`src/rtl/demod_ctrl_pkg.sv`:
```
// Shared types and constants for the demodulation controller.
package demod_pkg;

    typedef enum logic [2:0] {
        StIdle    = 3'd0,
        StCapture = 3'd1,
        StFftWait = 3'd2,
        StDemod   = 3'd3,
        StReport  = 3'd4
    } state_e;

    localparam logic [1:0] CLS_NONE = 2'd0;
    localparam logic [1:0] CLS_AM   = 2'd1;
    localparam logic [1:0] CLS_FM   = 2'd2;
    localparam logic [1:0] CLS_ASK  = 2'd3;

    localparam logic [2:0] DEMOD_EN_NONE = 3'b000;
    localparam logic [2:0] DEMOD_EN_AM   = 3'b001;
    localparam logic [2:0] DEMOD_EN_FM   = 3'b010;
    localparam logic [2:0] DEMOD_EN_ASK  = 3'b100;

    localparam int unsigned TIMER_W = 21;

    // Map a classifier result to the matching demodulator enable.
    function automatic logic [2:0] class_onehot(input logic [1:0] cls);
        logic [2:0] oh;
        case (cls)
            CLS_AM:  oh = DEMOD_EN_AM;
            CLS_FM:  oh = DEMOD_EN_FM;
            CLS_ASK: oh = DEMOD_EN_ASK;
            default: oh = DEMOD_EN_NONE;
        endcase
        return oh;
    endfunction

endpackage

```
`src/rtl/demod_ctrl_if.sv`:
```
// Handshake bundle between the controller and its ADC/FFT/demod/report peers.
interface demod_ctrl_if #(
    parameter int unsigned AW = 12
);
    logic          en;
    logic          adc_valid;
    logic          cap_we;
    logic [AW-1:0] cap_addr;
    logic          fft_start;
    logic          fft_done;
    logic [1:0]    mod_class;
    logic [2:0]    demod_en;
    logic          dem_valid;
    logic [7:0]    dem_freq;
    logic [3:0]    dem_rate;
    logic          res_valid;
    logic [1:0]    res_type;
    logic [7:0]    res_freq;
    logic [3:0]    res_rate;
    logic          timeout_err;
    logic          busy;

    modport master (
        output en, adc_valid, fft_done, mod_class, dem_valid, dem_freq, dem_rate,
        input  cap_we, cap_addr, fft_start, demod_en, res_valid, res_type, res_freq,
               res_rate, timeout_err, busy
    );

    modport slave (
        input  en, adc_valid, fft_done, mod_class, dem_valid, dem_freq, dem_rate,
        output cap_we, cap_addr, fft_start, demod_en, res_valid, res_type, res_freq,
               res_rate, timeout_err, busy
    );
endinterface

```
`src/rtl/demod_ctrl_timer.sv`:
```
// DEMOD watchdog: counts cycles while enabled, flags the last allowed cycle.
module demod_timer
    import demod_pkg::*;
#(
    parameter int unsigned TIMEOUT = 2000000
) (
    input  logic clk,
    input  logic rst,
    input  logic clr,
    input  logic en,
    output logic expired
);
    localparam logic [TIMER_W-1:0] LastCnt = TIMER_W'(TIMEOUT - 1);

    logic [TIMER_W-1:0] cnt_q, cnt_d;

    assign expired = en && (cnt_q == LastCnt);

    // Clear has priority; saturate at the last count.
    always_comb begin
        cnt_d = cnt_q;
        if (clr) begin
            cnt_d = '0;
        end else if (en && !expired) begin
            cnt_d = cnt_q + 1'b1;
        end
    end

    // Counter register.
    always_ff @(posedge clk or posedge rst) begin
        if (rst) begin
            cnt_q <= '0;
        end else begin
            cnt_q <= cnt_d;
        end
    end
endmodule

```
`src/rtl/demod_ctrl.sv`:
```
// Measurement round sequencer: capture -> FFT classify -> demodulate -> report.
module demod_ctrl
    import demod_pkg::*;
#(
    parameter int unsigned CAP_LEN = 1024,
    parameter int unsigned TIMEOUT = 2000000,
    parameter int unsigned AW      = 12
) (
    input  logic         clk,
    input  logic         rst,
    demod_ctrl_if.slave  bus
);
    localparam logic [AW-1:0] LastAddr = AW'(CAP_LEN - 1);

    state_e        state_q, state_d;
    logic [AW-1:0] cap_addr_q, cap_addr_d;
    logic          fft_start_q, fft_start_d;
    logic [1:0]    cls_q, cls_d;
    logic [1:0]    res_type_q, res_type_d;
    logic [7:0]    res_freq_q, res_freq_d;
    logic [3:0]    res_rate_q, res_rate_d;
    logic          timeout_err_q, timeout_err_d;
    logic          tmr_expired;

    // Counter is held at zero outside DEMOD so every entry starts fresh.
    demod_timer #(
        .TIMEOUT (TIMEOUT)
    ) u_timer (
        .clk     (clk),
        .rst     (rst),
        .clr     (state_q != StDemod),
        .en      (state_q == StDemod),
        .expired (tmr_expired)
    );

    // Next-state and result capture; result registers change only on REPORT entry.
    always_comb begin
        state_d       = state_q;
        cap_addr_d    = cap_addr_q;
        fft_start_d   = 1'b0;
        cls_d         = cls_q;
        res_type_d    = res_type_q;
        res_freq_d    = res_freq_q;
        res_rate_d    = res_rate_q;
        timeout_err_d = timeout_err_q;
        case (state_q)
            StIdle: begin
                if (bus.en) begin
                    state_d       = StCapture;
                    cap_addr_d    = '0;
                    timeout_err_d = 1'b0;
                end
            end
            StCapture: begin
                if (bus.adc_valid) begin
                    if (cap_addr_q == LastAddr) begin
                        // Park on the last address instead of wrapping.
                        state_d     = StFftWait;
                        fft_start_d = 1'b1;
                    end else begin
                        cap_addr_d = cap_addr_q + 1'b1;
                    end
                end
            end
            StFftWait: begin
                if (bus.fft_done) begin
                    cls_d = bus.mod_class;
                    if (bus.mod_class == CLS_NONE) begin
                        state_d    = StReport;
                        res_type_d = CLS_NONE;
                        res_freq_d = 8'd0;
                        res_rate_d = 4'd0;
                    end else begin
                        state_d = StDemod;
                    end
                end
            end
            StDemod: begin
                // A result on the expiry cycle still counts as a valid measurement.
                if (bus.dem_valid) begin
                    state_d    = StReport;
                    res_type_d = cls_q;
                    res_freq_d = bus.dem_freq;
                    res_rate_d = (cls_q == CLS_ASK) ? bus.dem_rate : 4'd0;
                end else if (tmr_expired) begin
                    state_d       = StReport;
                    res_type_d    = cls_q;
                    res_freq_d    = 8'd0;
                    res_rate_d    = 4'd0;
                    timeout_err_d = 1'b1;
                end
            end
            StReport: begin
                if (bus.en) begin
                    state_d    = StCapture;
                    cap_addr_d = '0;
                end else begin
                    state_d = StIdle;
                end
            end
            default: state_d = StIdle;
        endcase
    end

    // State and datapath registers.
    always_ff @(posedge clk or posedge rst) begin
        if (rst) begin
            state_q       <= StIdle;
            cap_addr_q    <= '0;
            fft_start_q   <= 1'b0;
            cls_q         <= CLS_NONE;
            res_type_q    <= CLS_NONE;
            res_freq_q    <= 8'd0;
            res_rate_q    <= 4'd0;
            timeout_err_q <= 1'b0;
        end else begin
            state_q       <= state_d;
            cap_addr_q    <= cap_addr_d;
            fft_start_q   <= fft_start_d;
            cls_q         <= cls_d;
            res_type_q    <= res_type_d;
            res_freq_q    <= res_freq_d;
            res_rate_q    <= res_rate_d;
            timeout_err_q <= timeout_err_d;
        end
    end

    assign bus.cap_we      = (state_q == StCapture) && bus.adc_valid;
    assign bus.cap_addr    = cap_addr_q;
    assign bus.fft_start   = fft_start_q;
    assign bus.demod_en    = (state_q == StDemod) ? class_onehot(cls_q) : DEMOD_EN_NONE;
    assign bus.res_valid   = (state_q == StReport);
    assign bus.res_type    = res_type_q;
    assign bus.res_freq    = res_freq_q;
    assign bus.res_rate    = res_rate_q;
    assign bus.timeout_err = timeout_err_q;
    assign bus.busy        = (state_q != StIdle);
endmodule

```
`src/flat_wrapper.sv`:
```
// flat-port wrapper written by rule: the top's interface ports become plain ports
module demod_ctrl_flat import demod_pkg::*;
#(
    parameter int unsigned CAP_LEN = 1024,
    parameter int unsigned TIMEOUT = 2000000,
    parameter int unsigned AW      = 12
)
  (clk, rst, bus_en, bus_adc_valid, bus_fft_done, bus_mod_class, bus_dem_valid, bus_dem_freq, bus_dem_rate, bus_cap_we, bus_cap_addr, bus_fft_start, bus_demod_en, bus_res_valid, bus_res_type, bus_res_freq, bus_res_rate, bus_timeout_err, bus_busy);
  demod_ctrl_if #(.AW(AW)) bus_i ();
  input  logic clk;
  input  logic rst;
  input wire logic [$bits(bus_i.en)-1:0] bus_en;
  input wire logic [$bits(bus_i.adc_valid)-1:0] bus_adc_valid;
  input wire logic [$bits(bus_i.fft_done)-1:0] bus_fft_done;
  input wire logic [$bits(bus_i.mod_class)-1:0] bus_mod_class;
  input wire logic [$bits(bus_i.dem_valid)-1:0] bus_dem_valid;
  input wire logic [$bits(bus_i.dem_freq)-1:0] bus_dem_freq;
  input wire logic [$bits(bus_i.dem_rate)-1:0] bus_dem_rate;
  output wire logic [$bits(bus_i.cap_we)-1:0] bus_cap_we;
  output wire logic [$bits(bus_i.cap_addr)-1:0] bus_cap_addr;
  output wire logic [$bits(bus_i.fft_start)-1:0] bus_fft_start;
  output wire logic [$bits(bus_i.demod_en)-1:0] bus_demod_en;
  output wire logic [$bits(bus_i.res_valid)-1:0] bus_res_valid;
  output wire logic [$bits(bus_i.res_type)-1:0] bus_res_type;
  output wire logic [$bits(bus_i.res_freq)-1:0] bus_res_freq;
  output wire logic [$bits(bus_i.res_rate)-1:0] bus_res_rate;
  output wire logic [$bits(bus_i.timeout_err)-1:0] bus_timeout_err;
  output wire logic [$bits(bus_i.busy)-1:0] bus_busy;
  assign bus_i.en = bus_en;
  assign bus_i.adc_valid = bus_adc_valid;
  assign bus_i.fft_done = bus_fft_done;
  assign bus_i.mod_class = bus_mod_class;
  assign bus_i.dem_valid = bus_dem_valid;
  assign bus_i.dem_freq = bus_dem_freq;
  assign bus_i.dem_rate = bus_dem_rate;
  assign bus_cap_we = bus_i.cap_we;
  assign bus_cap_addr = bus_i.cap_addr;
  assign bus_fft_start = bus_i.fft_start;
  assign bus_demod_en = bus_i.demod_en;
  assign bus_res_valid = bus_i.res_valid;
  assign bus_res_type = bus_i.res_type;
  assign bus_res_freq = bus_i.res_freq;
  assign bus_res_rate = bus_i.res_rate;
  assign bus_timeout_err = bus_i.timeout_err;
  assign bus_busy = bus_i.busy;
  demod_ctrl #(.CAP_LEN(CAP_LEN), .TIMEOUT(TIMEOUT), .AW(AW)) u_core (.clk(clk), .rst(rst), .bus(bus_i));
endmodule
```
`config.mk`:
```
export PLATFORM = sky130hd
export DESIGN_NAME = demod_ctrl_flat
export DESIGN_NICKNAME = d
export VERILOG_FILES = /design/src/rtl/demod_ctrl_pkg.sv /design/src/rtl/demod_ctrl_if.sv /design/src/rtl/demod_ctrl_timer.sv /design/src/rtl/demod_ctrl.sv /design/src/flat_wrapper.sv
export SDC_FILE = /design/constraint.sdc
export NUM_CORES = 1
export LEC_CHECK = 0
export ABC_AREA = 1
export CAP_MARGIN = 10
export CORE_MARGIN = 10
export CORE_UTILIZATION = 55
export CTS_BUF_LIST = sky130_fd_sc_hd__clkbuf_8
export DETAILED_ROUTE_END_ITERATION = 10
export MAX_ROUTING_LAYER = met4
export PLACE_DENSITY = 0.83
export SYNTH_ARGS = -nofsm -noshare
export SYNTH_HDL_FRONTEND = slang
export SYNTH_SLANG_ARGS = --single-unit
```
`constraint.sdc`:
```
create_clock -name clk -period 1.95 [get_ports clk]
set_input_delay 0.195 -clock clk [delete_from_list [all_inputs] [get_ports clk]]
set_output_delay 0.195 -clock clk [all_outputs]
set_load 0.03 [all_outputs]
```
==> results of run 1 <==
[power by group]
group / leakage, nW / internal [mW] / switching, mW
logic: 0.863 / 0.759 / 1.37
registers: 0.732 / 1.36 / 0.207
clock network: 0.0618 / 0.423 / 0.384
[layer usage]
| layer | wire length (µm) | vias to the layer above |
|---|---|---|
| li1 | - | 1367 |
| met1 | 3100 | 1304 |
| met2 | 3750 | 62 |
| met3 | 305 | 6 |
| met4 | 89 | 0 |
| met5 | 0 | - |
[placed cells by master, fill, tap and decap left out, types with 7 or more instances in the layout]
cell and n:
sky130_fd_sc_hd__nand2_1 92, sky130_fd_sc_hd__nor2_1 48, sky130_fd_sc_hd__nor3_1 14, sky130_fd_sc_hd__o21ai_0 19, sky130_fd_sc_hd__a21oi_1 13, sky130_fd_sc_hd__nand4_1 7, sky130_fd_sc_hd__xor2_1 7, sky130_fd_sc_hd__dfrtp_1 54
sky130_fd_sc_hd__clkdlybuf4s50_1 47, sky130_fd_sc_hd__inv_1 41, sky130_fd_sc_hd__nand3_1 27, sky130_fd_sc_hd__o21ai_2 13
[state kept, by name, summed over array words and instances, names as in the netlist]
signal / flops
u_core.u_timer.cnt_q: 21
u_core.bus.cap_addr: 12
u_core.bus.res_freq: 8
u_core.bus.res_rate: 4
u_core.state_q: 3
u_core.bus.res_type: 2
u_core.cls_q: 2
u_core.bus.fft_start: 1
u_core.bus.timeout_err: 1
[worst paths after layout]
kind                                               from                       end  slack (ns)  cells after the start
worst min register to register   u_core.bus.res_freq[3]    u_core.bus.res_freq[3]        0.49                      2
worst max register to register  u_core.u_timer.cnt_q[0]    u_core.bus.res_type[1]        0.19                      9
max in group asynchronous                           rst    u_core.bus.cap_addr[9]        1.47                      3
min in group clk                        bus_dem_rate[0]    u_core.bus.res_rate[0]        0.42                      3
worst min-delay path                                rst  u_core.u_timer.cnt_q[19]        0.25                      3
worst max-delay path                  u_core.state_q[0]                  bus_busy        0.14                      4
[synth_stat cells, types with 3 or more instances]
cell type and n:
sky130_fd_sc_hd__nand2_1 92, sky130_fd_sc_hd__dfrtp_1 54, sky130_fd_sc_hd__nor2_1 48, sky130_fd_sc_hd__inv_1 42
sky130_fd_sc_hd__nand3_1 27, sky130_fd_sc_hd__o21ai_0 20, sky130_fd_sc_hd__nor3_1 14, sky130_fd_sc_hd__a21oi_1 13
sky130_fd_sc_hd__o21ai_2 13, sky130_fd_sc_hd__nand4_1 7, sky130_fd_sc_hd__xor2_1 7, sky130_fd_sc_hd__nor2_2 6
sky130_fd_sc_hd__inv_2 5, sky130_fd_sc_hd__nor4_1 4, sky130_fd_sc_hd__buf_2 3, sky130_fd_sc_hd__nand2_4 3
sky130_fd_sc_hd__nor2_4 3, sky130_fd_sc_hd__xnor2_1 3
[cells by family (layout without fill, tap and decap cells)]
family / Yosys count / in the layout / share of synthesized area [%]
simple gates: 215 / 215 / 33.3
flops: 54 / 54 / 43.8
buf+inv: 53 / 112 / 8.39
compound gates: 52 / 52 / 10.9
xor+xnor: 10 / 10 / 2.84
fa+ha+maj: 2 / 2 / 0.811
[worst max-delay path, cell delays in order, from the launching register on]
cell and delay (ns):
sky130_fd_sc_hd__dfrtp_1 0.45, sky130_fd_sc_hd__nor2_2 0.15, sky130_fd_sc_hd__buf_4 0.17, sky130_fd_sc_hd__nand2_1 0.14, sky130_fd_sc_hd__dlygate4sd2_1 0.40
[cell type report]
type                    instances  area [µm²]
fillers                       447        1700
multi-input cells             279        1480
flip-flops and latches         54        1350
repair buffers                 57         558
inverters                      47         176
well taps                      72        90.1
clock buffers                   6        82.6
clock inverters                 2        38.8
[per-stage QoR]
stage          util (%)  power (mW)
6_report           69.0        4.51
3_3_place_gp       66.8        3.69
2_1_floorplan         -        3.05
3_5_place_dp       66.8        3.75
5_1_grt            69.0        4.80
4_1_cts            69.0        4.53
==> results.cfg, run 1 <==
[yosys]
synth.net_count = 408
cell_area_after_synthesis_um2 = 3090
ys_async_sr_fraction_pct = 100
synth_sequential_area_ratio_pct = 43.8
post_synth_edffs = 0
synth_top_area_cell = sky130_fd_sc_hd__dfrtp_1
synth_top_area_share_pct = 43.8
avgSynthCellArea_um2 = 7.99
syn_inst = 386
ys_seq_elements = 54
post_synth_top_flop = sky130_fd_sc_hd__dfrtp_1
ys.warnings.count = 0
yosys-top-cells-area = sky130_fd_sc_hd__dfrtp_1, sky130_fd_sc_hd__nand2_1, sky130_fd_sc_hd__nor2_1, sky130_fd_sc_hd__inv_1, sky130_fd_sc_hd__nand3_1
synth_cell_type_count = 37

[cts]
cts-resized-gates = 3
worst_setup_hold_path_clk_slew_ns = 0.11
cts.htree.levels = 2
clock_insertion_delay_worst_skew_ns = 0.31
numCtsBuffers = 5
holdBufCountCts = 0
cts.root.buffer_cell = sky130_fd_sc_hd__clkbuf_8
clock_sink_count = 54
cts_max_path_buffers = 2
tritoncts = yes
cts.repair_timing.setup_buffer_count = 0

[global_route]
global_route.overflow_total = 0
grtUsageTotal_pct = 17.7
globalRouteMet1Util_pct = 21.1
met2_usage_pct = 29.4
gr-max-usage-layer = met2
largest_net_degree_at_the_start_of_global_routing = 55
antenna_found_initial = 0
gr-usage-met3_pct = 3.49
grt_pass1_vias = 2744
grt_pass1_wl_mm = 12.5

[critical_path]
critPathKind = flop to output port
cp-start-kind = flop
worst_ep_arrival_time_ns = 1.61
critPathCaptureType = output port
cp_data_required_time_ns = 1.75
worst-path-max-fanout = 8

[route]
routed-via-count = 2739
drt_pre_antenna_iters = 4
detailedRoute.firstIterationViolations = 78
drc = 0
routedWlPerCell_um = 14.0
postRouteAntennaNets = 0
drt-vias-per-instance = 5.30
wirelength_mm = 7.25

[timing]
fin_skew_ns = 0.00999
final.period_utilization_pct = 92.7
fmax_mhz = 553
setup_total_negative_slack_ns = 0
final_period_minus_worst_setup_slack_ns = 1.81
hold_viol_final = 0
finalSetupViolCount = 0
timing_max_transition_violations_final = 0
slew_headroom_pct = 66.9
final.setup.worst_slack_ns = 0.142
rsz0062_at_grt = yes
whs_ns = 0.245
tightest_slew_ns = 0.492

[die]
chipWidth_um = 94.9
io_pins = 54
standard_cell_core_area_um2 = 5470
floorplan.rows = 27
die_area_um2 = 9010
fp.dieH_um = 94.9
floorplan.initialDensity_pct = 56.4

[placement]
place_congestion = 0.941
placement.io_buffers = 53
dp.final_hpwl_mm = 5.55
place_worst_setup_slack_ns = 0.151
detailed_place.area_um2 = 3660
placed_cells_incl_taps = 509

[cells_and_area]
final_nets = 466
syn_to_final_growth_pct = 22.3
num_antenna_cells = 0
post-route-cell-area_um2 = 3770
fin_cells = 517
drive_gt1_share_pct = 13.0

[pwr]
power.ir.vdd_worst_mv = 0.776
total_leakage_power_nw = 1.66
power_density_nw_per_um2 = 1190

[hold_path]
worst_hold_class = input port to async pin

[status]
status = finished, final reports clean

[flow_run]
max_cap_violations = 0
(Power assumes the default switching activity.)
==> run 2: changes to the inputs <==
Settings changed: GPL_ROUTABILITY_DRIVEN set to 0, GPL_TIMING_DRIVEN set to 0.
==> run 2 against run 1 <==
Net effect:
- clock skew is 0.0041 ns higher
- register-to-register slack worse by 0.09 ns
- critical path depth is 4 higher
- first-iteration DRC count is 130% higher
- combinational power is 16% higher
- non-clock buffer count is 14 higher
- power is 7.7% higher
- core utilization is 3.4 points higher
- largest cell class unchanged
==> results.cfg, run 2 (synthesis gave the netlist of run 1 again) <==
[cts]
clock_sink_count = 54
cts.root.buffer_cell = sky130_fd_sc_hd__clkbuf_8
worst_setup_hold_path_clk_slew_ns = 0.10
holdBufCountCts = 0
cts.htree.levels = 2
numCtsBuffers = 5
clock_insertion_delay_worst_skew_ns = 0.31
tritoncts = yes
cts_max_path_buffers = 2

[cells_and_area]
final_nets = 480
drive_gt1_share_pct = 16.6
most_common_cell_after_layout_fill_and_taps_aside = sky130_fd_sc_hd__nand2_1
fill_cells = 431
seqCellArea_um2 = 1350
largest_register = u_core.u_timer.cnt_q
num_antenna_cells = 0
layout_common_cells = sky130_fd_sc_hd__nand2_1, sky130_fd_sc_hd__dfrtp_1, sky130_fd_sc_hd__nor2_1
multi_input_combinational_cell_area_um2 = 1500
syn_to_final_growth_pct = 28.3
final_util_pct = 72.3
largest_reg_flops = 21

[critical_path]
regToRegStartpoint = u_core.bus.cap_addr[1]
cp_data_required_time_ns = 1.75
worst_ep_arrival_time_ns = 1.71
critPathLaunch = u_core.state_q[1]
critPathCaptureType = output port
longest_individual_stage_delay_on_the_worst_path_ns = 0.39
critical_path.cell_chain = inv_1 > nor2_2 > inv_2 > nor2_4 > inv_4 > buf_6 > nor3_2 > buf_4
reg2reg_setup_slack_ns = 0.10
cp_slowest_cell = sky130_fd_sc_hd__dfrtp_1
critPathKind = flop to output port
rr_worst_depth = 10
worst-path-max-fanout = 10
cp-start-kind = flop
worstReg2RegEnd = u_core.bus.cap_addr[3]

[die]
fp.dieH_um = 94.9
die_area_um2 = 9010
io_pins = 54
chipWidth_um = 94.9
floorplan.initialDensity_pct = 56.4
floorplan.rows = 27
standard_cell_core_area_um2 = 5470

[placement]
placement.io_buffers = 53
dp.final_hpwl_mm = 5.93

[pwr]
power.clock.fraction_pct = 16.7
comb_power_share_pct = 50.8
pwr-share-seq_pct = 32.5
power.ir.vdd_worst_mv = 0.721
internal_power_contribution_mw = 2.77
total_leakage_power_nw = 1.75
net_switching_power_figure_mw = 2.08
power_density_nw_per_um2 = 1230
sw_frac_of_total_pct = 42.9

[timing]
tightest_slew_ns = 0.708
finalSetupViolCount = 0
final.period_utilization_pct = 97.5
timing_max_transition_violations_final = 0
fmax_mhz = 526
final_period_minus_worst_setup_slack_ns = 1.90
fin_skew_ns = 0.0141
whs_ns = 0.200
slew_headroom_pct = 52.3
hold_viol_final = 0

[hold_path]
worst_hold_class = input port to async pin

[global_route]
global_route.overflow_total = 0
grtUsageTotal_pct = 18.4
antenna_found_initial = 0
grt_pass1_wl_mm = 13.2
largest_net_degree_at_the_start_of_global_routing = 36
grt_pass1_vias = 2834

[status]
status = finished, final reports clean

[route]
routedWlPerCell_um = 15.3
wirelength_mm = 8.12
routed-via-count = 2865
drt-vias-per-instance = 5.40
detailedRoute.firstIterationViolations = 179
postRouteAntennaNets = 0
drc = 0
drt_pre_antenna_iters = 5

[flow_run]
max_cap_violations = 0
## run 2: changes by cell type in the layout (fill, tap and decap cells not counted), sizes merged
| cell | previous run | this run |
|---|---|---|
| dlygate4sd2 | 2 | 1 |
| buf | 7 | 20 |
| bufbuf | 0 | 1 |
| clkbuf | 7 | 6 |
| clkdlybuf4s15 | 0 | 2 |
## run 2: through the flow
stage / setup TNS [ns] / cells / cell area (µm²) / total power [mW] / setup slack (ns)
finish: 0 / 531 / 3960 / 4.85 / 0.0493
global placement: -32.79 / 511 / 3710 / 3.78 / -0.594
detailed placement: -1.03 / 512 / 3730 / 3.86 / -0.332
global route: -0.0798 / 531 / 3960 / 5.13 / -0.0540
floorplan: 0 / 386 / 3090 / 3.05 / 0.0968
CTS: 0 / 522 / 3860 / 4.69 / 0.00443
## run 2: power groups by stage
| stage | clock (mW) | combinational, mW | sequential, mW |
|---|---|---|---|
| after floorplan | 0 | 1.12 | 1.94 |
| after global placement | 0 | 2.21 | 1.58 |
| final | 0.812 | 2.47 | 1.58 |
| after detailed placement | 0 | 2.26 | 1.60 |
| after global routing | 0.864 | 2.67 | 1.61 |
| after CTS | 0.818 | 2.29 | 1.58 |
## run 2: timing repair
item | in CTS | in global routing
pin swaps | 1 | 2
buffers inserted | 2 | 9
endpoints found under the setup margin | 6 | 12
gates resized for setup | 28 | 11
cloned | 0 | 0
## run 2: final cells by class
class	instances	share of cell area, %
Buffer	6	2.24
Inverter	47	4.52
Sequential cell	54	34.1
Clock buffer	6	2.09
Clock inverter	2	0.980
Tap cell	72	2.28
Timing Repair Buffer	65	15.8
Multi-Input combinational cell	279	37.9
## run 2: how the worst max path moves through the flow
stage          cells past startpoint                     end  slack, ns
4_1_cts                            8         bus_demod_en[1]      0.004
3_5_place_dp                       7         bus_demod_en[0]      -0.33
2_1_floorplan                      7         bus_demod_en[0]        0.1
6_report                           8         bus_demod_en[1]       0.05
5_1_grt                            8         bus_demod_en[1]      -0.05
3_3_place_gp                       2  u_core.bus.res_freq[0]      -0.59
## run 2: worst max-delay path: cells and delay by family (launching register included)
| kind | cells | cell delay (ns) |
|---|---|---|
| buf+inv | 5 | 0.56 |
| simple gates | 3 | 0.44 |
| flops | 1 | 0.39 |
## run 2: routing by layer
layer | up-vias | global-route usage, % | routed length, µm
li1 | 1396 | - | -
met1 | 1360 | 21.8 | 3320
met2 | 97 | 31.2 | 4250
met3 | 12 | 4.28 | 459
met4 | 0 | 4.11 | 89
met5 | - | - | 0
